## config.mk

```make
export PLATFORM = sky130hd
export DESIGN_NAME = sobel_edge_3x3
export DESIGN_NICKNAME = d
export VERILOG_FILES = /design/src/rtl/sobel_pkg.sv /design/src/rtl/sobel_edge_3x3_grad.sv /design/src/rtl/sobel_edge_3x3.sv
export SDC_FILE = /design/constraint.sdc
export NUM_CORES = 1
export LEC_CHECK = 0
export CORE_MARGIN = 1.5
export CORE_UTILIZATION = 40
export CTS_BUF_LIST = sky130_fd_sc_hd__clkbuf_8
export CTS_CLUSTER_DIAMETER = 80
export CTS_CLUSTER_SIZE = 28
export DETAILED_ROUTE_END_ITERATION = 16
export PLACE_DENSITY_LB_ADDON = 0.25
export SETUP_SLACK_MARGIN = 0.2
export SLEW_MARGIN = 25
export SYNTH_ARGS = -nofsm -noshare
export SYNTH_HDL_FRONTEND = slang
export SYNTH_SLANG_ARGS = --single-unit
```

## constraint.sdc

```tcl
create_clock -name clk -period 6.8 [get_ports clk]
set_input_delay 2.04 -clock clk [delete_from_list [all_inputs] [get_ports clk]]
set_output_delay 2.04 -clock clk [all_outputs]
set_load 0.01 [all_outputs]
```

## src/rtl/sobel_pkg.sv

```systemverilog
// Shared widths, latency constant and FSM state type for the Sobel edge pipeline.
package sobel_pkg;

  localparam int unsigned PIX_W    = 8;
  localparam int unsigned GRAD_W   = 11;
  localparam int unsigned ABS_W    = 10;
  localparam int unsigned SUM_W    = 11;
  localparam int unsigned PIPE_LAT = 3;

  typedef enum logic [1:0] {
    IDLE  = 2'd0,
    RUN   = 2'd1,
    FLUSH = 2'd2
  } state_e;

  // Magnitude of a signed gradient; |-1020| still fits in ABS_W bits.
  function automatic logic [ABS_W-1:0] abs_grad(input logic signed [GRAD_W-1:0] g);
    logic [GRAD_W-1:0] neg;
    neg = GRAD_W'(-g);
    return g[GRAD_W-1] ? neg[ABS_W-1:0] : g[ABS_W-1:0];
  endfunction

endpackage

```

## src/rtl/sobel_edge_3x3_grad.sv

```systemverilog
// Stage S1 gradient kernel: registered horizontal and vertical Sobel sums.
module sobel_grad
  import sobel_pkg::*;
(
  input  logic                     clk,
  input  logic                     rst,
  input  logic                     en_i,
  input  logic [PIX_W-1:0]         p1_i,
  input  logic [PIX_W-1:0]         p2_i,
  input  logic [PIX_W-1:0]         p3_i,
  input  logic [PIX_W-1:0]         p4_i,
  input  logic [PIX_W-1:0]         p6_i,
  input  logic [PIX_W-1:0]         p7_i,
  input  logic [PIX_W-1:0]         p8_i,
  input  logic [PIX_W-1:0]         p9_i,
  output logic signed [GRAD_W-1:0] gx_o,
  output logic signed [GRAD_W-1:0] gy_o
);

  logic [GRAD_W-1:0]        gx_pos_c, gx_neg_c, gy_pos_c, gy_neg_c;
  logic signed [GRAD_W-1:0] gx_d, gx_q, gy_d, gy_q;

  // Zero-extend every pixel before the weighted sums so the difference is true signed.
  always_comb begin
    gx_pos_c = GRAD_W'(p3_i) + (GRAD_W'(p6_i) << 1) + GRAD_W'(p9_i);
    gx_neg_c = GRAD_W'(p1_i) + (GRAD_W'(p4_i) << 1) + GRAD_W'(p7_i);
    gy_pos_c = GRAD_W'(p7_i) + (GRAD_W'(p8_i) << 1) + GRAD_W'(p9_i);
    gy_neg_c = GRAD_W'(p1_i) + (GRAD_W'(p2_i) << 1) + GRAD_W'(p3_i);
    gx_d     = signed'(gx_pos_c - gx_neg_c);
    gy_d     = signed'(gy_pos_c - gy_neg_c);
  end

  // Capture gradients only for accepted windows.
  always_ff @(posedge clk or posedge rst) begin
    if (rst) begin
      gx_q <= '0;
      gy_q <= '0;
    end else if (en_i) begin
      gx_q <= gx_d;
      gy_q <= gy_d;
    end
  end

  assign gx_o = gx_q;
  assign gy_o = gy_q;

endmodule

```

## src/rtl/sobel_edge_3x3.sv

```systemverilog
// Three-stage Sobel edge detector with frame accounting (IDLE/RUN/FLUSH).
module sobel_edge_3x3
  import sobel_pkg::*;
#(
  parameter int unsigned IMG_W = 256,
  parameter int unsigned IMG_H = 32
) (
  input  logic             clk,
  input  logic             rst,
  input  logic             win_valid_i,
  input  logic [PIX_W-1:0] p1_i,
  input  logic [PIX_W-1:0] p2_i,
  input  logic [PIX_W-1:0] p3_i,
  input  logic [PIX_W-1:0] p4_i,
  input  logic [PIX_W-1:0] p5_i,
  input  logic [PIX_W-1:0] p6_i,
  input  logic [PIX_W-1:0] p7_i,
  input  logic [PIX_W-1:0] p8_i,
  input  logic [PIX_W-1:0] p9_i,
  input  logic             bin_mode_i,
  input  logic [PIX_W-1:0] thresh_i,
  output logic [PIX_W-1:0] edge_out_o,
  output logic             edge_valid_o,
  output logic             frame_done_o,
  output logic             overrun_o,
  output logic             busy_o
);

  localparam int unsigned FRAME_PIX = IMG_W * IMG_H;
  localparam int unsigned CNT_W     = 15;
  localparam int unsigned COL_W     = (IMG_W > 1) ? $clog2(IMG_W) : 1;
  localparam int unsigned ROW_W     = (IMG_H > 1) ? $clog2(IMG_H) : 1;

  state_e                   state_q, state_d;
  logic [CNT_W-1:0]         in_cnt_q, in_cnt_d;
  logic                     accept_c;
  logic                     v1_q, v2_q;
  logic signed [GRAD_W-1:0] gx_s1, gy_s1;
  logic [ABS_W-1:0]         ax_q, ay_q;
  logic [SUM_W-1:0]         sum_c;
  logic [PIX_W-1:0]         mag_c;
  logic [PIX_W-1:0]         edge_q, edge_d;
  logic                     ev_q;
  logic                     fd_q, fd_d;
  logic                     ovr_q, ovr_d;
  logic                     busy_q, busy_d;
  logic [COL_W-1:0]         col_q, col_d;
  logic [ROW_W-1:0]         row_q, row_d;

  // p5 has zero weight in both kernels.
  logic                     unused_p5;
  assign unused_p5 = ^p5_i;

  sobel_grad u_grad (
    .clk  (clk),
    .rst  (rst),
    .en_i (accept_c),
    .p1_i (p1_i),
    .p2_i (p2_i),
    .p3_i (p3_i),
    .p4_i (p4_i),
    .p6_i (p6_i),
    .p7_i (p7_i),
    .p8_i (p8_i),
    .p9_i (p9_i),
    .gx_o (gx_s1),
    .gy_o (gy_s1)
  );

  // Frame FSM: accept and count windows, refuse them while draining.
  always_comb begin
    state_d  = state_q;
    in_cnt_d = in_cnt_q;
    accept_c = 1'b0;
    case (state_q)
      IDLE, RUN: begin
        if (win_valid_i) begin
          accept_c = 1'b1;
          state_d  = RUN;
          if (in_cnt_q == CNT_W'(FRAME_PIX - 1)) begin
            in_cnt_d = '0;
            state_d  = FLUSH;
          end else begin
            in_cnt_d = in_cnt_q + CNT_W'(1);
          end
        end
      end
      FLUSH: begin
        if (fd_q) state_d = IDLE;
      end
      default: state_d = IDLE;
    endcase
  end

  // S3 magnitude, saturation, threshold; output position tracking and flags.
  always_comb begin
    sum_c  = SUM_W'(ax_q) + SUM_W'(ay_q);
    mag_c  = (sum_c > SUM_W'(255)) ? 8'hFF : sum_c[PIX_W-1:0];
    edge_d = bin_mode_i ? ((mag_c >= thresh_i) ? 8'hFF : 8'h00) : mag_c;

    col_d = col_q;
    row_d = row_q;
    if (ev_q) begin
      if (col_q == COL_W'(IMG_W - 1)) begin
        col_d = '0;
        row_d = (row_q == ROW_W'(IMG_H - 1)) ? '0 : row_q + ROW_W'(1);
      end else begin
        col_d = col_q + COL_W'(1);
      end
    end

    // Position of the output about to be presented decides the end-of-frame pulse.
    fd_d   = v2_q && (col_d == COL_W'(IMG_W - 1)) && (row_d == ROW_W'(IMG_H - 1));
    ovr_d  = ovr_q | ((state_q == FLUSH) && win_valid_i);
    busy_d = (state_d != IDLE);
  end

  // State, counters and pipeline registers.
  always_ff @(posedge clk or posedge rst) begin
    if (rst) begin
      state_q  <= IDLE;
      in_cnt_q <= '0;
      v1_q     <= 1'b0;
      v2_q     <= 1'b0;
      ax_q     <= '0;
      ay_q     <= '0;
      edge_q   <= '0;
      ev_q     <= 1'b0;
      fd_q     <= 1'b0;
      ovr_q    <= 1'b0;
      busy_q   <= 1'b0;
      col_q    <= '0;
      row_q    <= '0;
    end else begin
      state_q  <= state_d;
      in_cnt_q <= in_cnt_d;
      v1_q     <= accept_c;
      v2_q     <= v1_q;
      if (v1_q) begin
        ax_q <= abs_grad(gx_s1);
        ay_q <= abs_grad(gy_s1);
      end
      if (v2_q) edge_q <= edge_d;
      ev_q     <= v2_q;
      fd_q     <= fd_d;
      ovr_q    <= ovr_d;
      busy_q   <= busy_d;
      col_q    <= col_d;
      row_q    <= row_d;
    end
  end

  assign edge_out_o   = edge_q;
  assign edge_valid_o = ev_q;
  assign frame_done_o = fd_q;
  assign overrun_o    = ovr_q;
  assign busy_o       = busy_q;

endmodule
```

==> flow_metrics.py, run 1 <==
metrics = {
    "critical_path": {
        "r2r_setup_slack_ns": 2.51,
        "crit_path_end_kind": "flip-flop",
        "crit_type": "primary input to flip-flop",
        "r2r_end": "edge_out_o[0]",
        "cp.required_ns": 7.03,
        "r2r_start": "ax_q[6]",
        "r2r_cells": 11,
        "startpoint_type": "primary input",
        "cp_data_arrival_time_ns": 6.18,
        "crit_fanout": 4,
    },
    "grt": {
        "grt.overflow.total": 0,
        "grtUsageTotal_pct": 16.0,
        "grt_pass1_wl_mm": 24.5,
        "grt_max_degree": 65,
        "grt_pass1_vias": 5363,
        "antenna_found_initial": 0,
    },
    "yosys": {
        "synth_compound_area_share_pct": 17.0,
        "synth_xor_area_share_pct": 9.21,
        "ys_seq_area_share_pct": 29.1,
        "postSynthCellCount": 786,
        "syn-num-nets": 987,
        "mappedNetlistArea_sq_um": 7230,
        "yosysTopAreaCellShare_pct": 29.1,
        "synth_top_family_by_area": "adder cells",
        "avgSynthCellArea_sq_um": 9.19,
        "yosys.area_share.simple_pct": 15.2,
        "synth_top_area_cell": "dfrtp_1",
        "synthMuxAreaShare_pct": 0.571,
        "yosysMostFrequentCell": "dfrtp_1",
        "ys.flop_type": "dfrtp_1",
        "ys_types": 51,
        "async_flop_share_pct": 100,
        "synth_top_cells_by_count": "dfrtp_1, ha_1, nand2_1, inv_1, a21oi_1",
        "synthAdderAreaFrac_pct": 24.1,
        "synth.area.top_cells": "dfrtp_1, ha_1, fa_1",
        "synth_warnings": 0,
        "ys_seq_elements": 84,
        "synth_edf_count": 0,
    },
    "drt": {
        "drt_first_pass_iters": 4,
        "dr.max_layer_used": "met4",
        "dr_wl_met3_um": 683,
        "drt-met1-wl_mm": 6.95,
        "ant_nets": 0,
        "drt-initial-drc-count": 181,
        "dr_wl_met2_mm": 6.30,
        "routed_wl_mm": 14.1,
        "drc": 0,
        "vias": 5540,
        "avgRoutedWirePerCell_um": 12.9,
        "via_per_inst": 5.05,
    },
    "run_status": {
        "status": "complete, no violations",
    },
    "pwr": {
        "p_per_area_nw_per_um2": 371,
        "leakagePower_nw": 3.94,
        "max-vdd-ir-drop_mv": 0.236,
    },
    "min_path": {
        "min_to": "edge_valid_o",
        "min_path_cells": 0,
        "hp-start": "v2_q",
        "hp-class": "flip-flop to flip-flop",
    },
    "finish": {
        "drive_gt1_share_pct": 2.75,
        "n_antenna_cell": 0,
        "stdcell_count": 1097,
        "fillers": 1706,
        "syn_to_final_growth_pct": 17.3,
        "final_util_pct": 48.5,
        "nets": 1069,
    },
    "run": {
        "drv_cap": 0,
    },
    "place": {
        "port_buffers": 87,
        "dp_hpwl_mm": 11.4,
        "place.gp.congestion": 0.817,
        "dp_cells": 1082,
    },
    "sta": {
        "rsz0062_at_grt": "no",
        "finalCriticalPeriod_ns": 5.95,
        "tns_ns": 0,
        "drv_slew": 0,
        "finalCritPeriodShare_pct": 87.4,
        "max_freq_ghz": 0.168,
        "setup_viol": 0,
        "slew_headroom_pct": 33.4,
        "worstMarginPinSlew_ns": 0.983,
        "hold_violations": 0,
        "fin_skew_ns": 0.00723,
    },
    "floorplanning": {
        "die-area_sq_um": 18900,
        "die_width_um": 137,
        "start_util_pct": 41.4,
        "ios": 96,
        "fp.dieH_um": 137,
        "core_sq_um": 17500,
        "rows": 48,
    },
    "clock_tree": {
        "hold_buffers": 0,
        "cts_made_buffers": 9,
        "cts-resized-gates": 0,
        "cts_setup_buffers": 0,
        "clk_latency_ns": 0.36,
        "clockBufferDepth": 2,
        "clock_tree.root_cell": "clkbuf_8",
        "clock_sinks": 84,
        "h-tree-depth": 3,
        "clk_pin_slew_ns": 0.08,
        "cts_tree": "yes",
    },
}
-- worst max path at each step --
stage                        from        endpoint  slack (ns)  depth (start not counted)
after detailed placement  p1_i[2]  u_grad.gx_o[9]        0.46                         18
after global routing      p1_i[2]  u_grad.gx_o[9]        0.59                         18
after global placement    p1_i[1]  u_grad.gx_o[9]        0.48                         15
final                     p1_i[2]  u_grad.gx_o[9]        0.85                         18
after floorplan           p1_i[1]  u_grad.gx_o[9]        1.40                         16
after CTS                 p1_i[2]  u_grad.gx_o[9]        0.84                         18
-- registers in the layout, summed over array words and instances, names as in the netlist, 5 cells and up --
name,count
in_cnt_q,15
edge_out_o,8
ay_q,9
ax_q,10
col_q,8
u_grad.gy_o,11
row_q,5
u_grad.gx_o,10
-- layout by cell type, fill, tap and decap left out, drive strengths merged, types with 5 or more instances in the layout --
cell type | netlist | layout
clkdlybuf4s50 | 0 | 87
dfrtp | 84 | 84
nand2 | 80 | 80
ha | 80 | 80
inv | 71 | 74
a21oi | 58 | 58
nor2 | 54 | 54
xor2 | 40 | 40
fa | 37 | 37
xnor2 | 36 | 36
o21ai | 30 | 30
a21o | 25 | 25
nand3 | 17 | 17
o31ai | 15 | 15
nor2b | 15 | 15
and3 | 15 | 15
nor3 | 13 | 13
o21a | 13 | 13
or3 | 9 | 9
clkbuf | 17 | 9
o21bai | 8 | 8
o211ai | 6 | 6
nand4b | 5 | 5
a32oi | 5 | 5
-- cell type report --
cell class	count	area (sq um)	share of cell area, %
clock buffers	9	124	1.46
flip-flops and latches	84	2100	24.8
clock inverters	6	27.5	0.325
well taps	225	282	3.32
repair buffers	90	893	10.5
inverters	71	268	3.16
multi-input cells	612	4780	56.4
-- report_power, final --
group          internal, mW  switching (mW)
clock network         0.125           0.175
registers             0.685           0.173
logic                 0.933            1.05
total                  1.74            1.40
-- worst max-delay path: stages --
cell             delay (ns)
clkdlybuf4s50_1        0.61
ha_1                   0.28
a21o_1                 0.17
a21oi_1                0.24
nor2b_1                0.08
o21a_1                 0.21
nor2_1                 0.13
xnor2_1                0.16
fa_1                   0.44
inv_1                  0.09
fa_1                   0.42
ha_1                   0.35
or2_2                  0.32
a21o_1                 0.18
a21oi_1                0.14
a21oi_1                0.06
xnor2_1                0.18
o21ai_0                0.09
-- metal layers --
metal / vias to the layer above / GRT usage (%)
li1: 2895 / -
met4: 0 / 4.50
met3: 14 / 3.16
met1: 2519 / 21.5
met2: 112 / 26.3
met5: - / 0
-- through the flow --
stage | setup slack (ns) | cell area (sq um) | hold slack [ns] | total power, mW
6_report | 0.853 | 8480 | 0.455 | 3.15
3_5_place_dp | 0.462 | 8320 | 0.444 | 2.86
4_1_cts | 0.838 | 8480 | 0.463 | 3.18
3_3_place_gp | 0.482 | 8320 | 0.447 | 2.84
5_1_grt | 0.591 | 8480 | 0.482 | 3.49
2_1_floorplan | 1.40 | 7230 | 0.352 | 2.40
-- kinds of logic after synthesis --
logic type,count (synthesis)
multiplexers,4
XOR/XNOR,76
flip-flops,84
adder cells (fa/ha/maj),117
buffers and inverters,90
AND/OR/NAND/NOR,230
AO/OA/AOI/OAI,185
Power figures use the tool's default switching activity.
==> run 2: changes to the inputs <==
--- a/config.mk
+++ b/config.mk
@@ -5,6 +5,7 @@
 export SDC_FILE = /design/constraint.sdc
 export NUM_CORES = 1
 export LEC_CHECK = 0
+export CAP_MARGIN = 10
 export CORE_MARGIN = 1.5
 export CORE_UTILIZATION = 40
 export CTS_BUF_LIST = sky130_fd_sc_hd__clkbuf_8
@@ -16,4 +17,5 @@
 export SLEW_MARGIN = 25
 export SYNTH_ARGS = -nofsm -noshare
 export SYNTH_HDL_FRONTEND = slang
+export SYNTH_HIERARCHICAL = 1
 export SYNTH_SLANG_ARGS = --single-unit
==> flow_metrics.py, run 2 <==
metrics = {
    "run_status": {
        "status": "complete, no violations",
    },
    "yosys": {
        "mappedNetlistArea_sq_um": 7080,
        "ys_types": 66,
        "synth_warnings": 6,
        "async_flop_share_pct": 100,
        "syn-num-nets": 941,
        "synth_top_area_cell": "dfrtp_1",
        "ys_seq_elements": 86,
        "synth_edf_count": 0,
        "postSynthCellCount": 746,
        "synth.area.top_cells": "dfrtp_1, fa_1, inv_1",
        "synth_top_cells_by_count": "inv_1, dfrtp_1, fa_1, nor2_1, ha_1",
        "ys_seq_area_share_pct": 30.4,
        "ys.flop_type": "dfrtp_1",
        "avgSynthCellArea_sq_um": 9.49,
        "yosysMostFrequentCell": "inv_1",
        "yosysTopAreaCellShare_pct": 30.4,
    },
    "clock_tree": {
        "cts_tree": "yes",
        "hold_buffers": 0,
        "cts_made_buffers": 9,
        "cts_setup_buffers": 0,
        "clock_tree.root_cell": "clkbuf_8",
        "clock_sinks": 86,
        "clk_latency_ns": 0.36,
        "cts-resized-gates": 0,
        "clockBufferDepth": 2,
        "clk_pin_slew_ns": 0.09,
        "h-tree-depth": 3,
    },
    "pwr": {
        "leakagePower_nw": 3.96,
        "p_per_area_nw_per_um2": 365,
        "max-vdd-ir-drop_mv": 0.153,
        "total_power_mw": 3.07,
    },
    "run": {
        "drv_cap": 0,
    },
    "finish": {
        "final_common_cell": "inv_1",
        "n_antenna_cell": 0,
        "largest_register": "in_cnt_q",
        "stdcell_count": 1063,
        "largest_reg_flops": 15,
        "drive_gt1_share_pct": 5.25,
        "nets": 1028,
        "final_cell_mix": "inv_1, clkdlybuf4s50_1, dfrtp_1, fa_1, nor2_1",
        "syn_to_final_growth_pct": 18.8,
    },
    "floorplanning": {
        "die_width_um": 136,
        "fp.dieH_um": 136,
        "start_util_pct": 40.9,
        "die-area_sq_um": 18500,
        "rows": 48,
        "ios": 96,
        "core_sq_um": 17300,
    },
    "grt": {
        "grt_pass1_wl_mm": 23.3,
        "grt_pass1_vias": 5297,
        "grt.overflow.total": 0,
        "grt_max_degree": 65,
        "grtUsageTotal_pct": 15.3,
        "antenna_found_initial": 0,
    },
    "sta": {
        "tns_ns": 0,
        "finalCritPeriodShare_pct": 79.9,
        "fin_hold_ws_ns": 0.474,
        "rsz0062_at_grt": "no",
        "fin_skew_ns": 0.0114,
        "finalWorstSetupSlack_ns": 1.37,
        "max_freq_ghz": 0.184,
        "hold_violations": 0,
        "drv_slew": 0,
        "slew_headroom_pct": 45.6,
        "setup_viol": 0,
        "finalCriticalPeriod_ns": 5.43,
        "worstMarginPinSlew_ns": 0.816,
    },
    "drt": {
        "drc": 0,
        "drt_first_pass_iters": 4,
        "routed_wl_mm": 12.9,
        "avgRoutedWirePerCell_um": 12.1,
        "vias": 5121,
        "via_per_inst": 4.82,
        "drt-initial-drc-count": 257,
        "ant_nets": 0,
    },
    "place": {
        "place.gp.congestion": 0.788,
        "post-place-ws_ns": 0.965,
        "dp_hpwl_mm": 10.4,
        "dp_cells": 1047,
        "port_buffers": 87,
    },
    "critical_path": {
        "crit_type": "primary input to flip-flop",
        "cpPeakStageDelay_ns": 0.60,
        "cp_top_family": "adder cells",
        "worst_path_max_delay_cell": "o31ai_1",
        "path_cells": "clkdlybuf4s50_1 > inv_1 > fa_1 > fa_1 > inv_1 > fa_1 > inv_1 > ha_1 > nor2b_1 > o31ai_1 > a2111o_1 > nand3_1",
        "startpoint_type": "primary input",
        "crit_fanout": 5,
        "cp.required_ns": 7.04,
        "cp_data_arrival_time_ns": 5.68,
        "cp_num_buf_inv": 4,
        "crit_path_end_kind": "flip-flop",
    },
    "min_path": {
        "hp-class": "flip-flop to flip-flop",
    },
}
## run 2: changes by cell type in the layout (fill, tap and decap cells not counted), sizes merged, moves of 8 or more
cell,change
nand2,-38
mux2,+16
xnor2,-15
nand4,+8
nor2b,-9
ha,-32
xor2,-15
a311oi,+8
inv,+90
a21oi,-27
and3,-10
fa,+26
a21o,-19
## run 2: cell families (layout without fill, tap and decap cells)
kind of cell / count (synthesis) / count (layout) / share of synthesized area [%]
and+or+nand+nor: 175 / 175 / 12.3
xor gates and xnor gates: 46 / 46 / 5.69
muxes: 21 / 21 / 3.27
adders and majority gates: 111 / 111 / 26.3
DFF: 86 / 86 / 30.4
AOI/OAI and AO/OA: 130 / 130 / 12.5
buffers and inverters: 177 / 269 / 9.56
## run 2: worst paths after layout
check | from | end | slack (ns) | depth (start not counted)
max in group asynchronous | rst | ax_q[4] | 3.98 | 3
max | p3_i[3] | u_grad/gy_o[9] | 1.37 | 12
max reg2reg | ax_q[4] | edge_out_o[1] | 2.81 | 15
min in group asynchronous | rst | u_grad/gx_o[10] | 2.23 | 2
min reg2reg | in_cnt_q[12] | in_cnt_q[12] | 0.47 | 1
min | in_cnt_q[12] | in_cnt_q[12] | 0.47 | 1
## run 2: layout make-up
cell class	instances	area (sq um)
clock buffer	9	124
inverter	162	608
sequential	86	2150
timing repair buffer	91	901
multi-input combinational	483	4260
clock inverter	7	81.3
fill	1677	8890
tap	225	282
## run 2: power breakdown
| group | internal, mW | leakage (nW) | switching, mW |
|---|---|---|---|
| clock network | 0.175 | 0.101 | 0.195 |
| registers | 0.696 | 1.03 | 0.180 |
| logic | 0.850 | 2.83 | 0.973 |
| total | 1.72 | 3.96 | 1.35 |
## run 2: through the flow
step                      utilization (%)  area (sq um)
final                                48.6          8410
after global routing                 48.6          8410
after CTS                            48.6          8410
after detailed placement             47.4          8200
after global placement               47.4          8190
after floorplan                         -          7080
## run 2: per-layer routing
| layer | global-route usage [%] | share of wire, % |
|---|---|---|
| met5 | 0 | 0 |
| met4 | 4.96 | 1.5 |
| met2 | 26.5 | 48 |
| met3 | 1.34 | 2.5 |
| met1 | 20.4 | 48 |
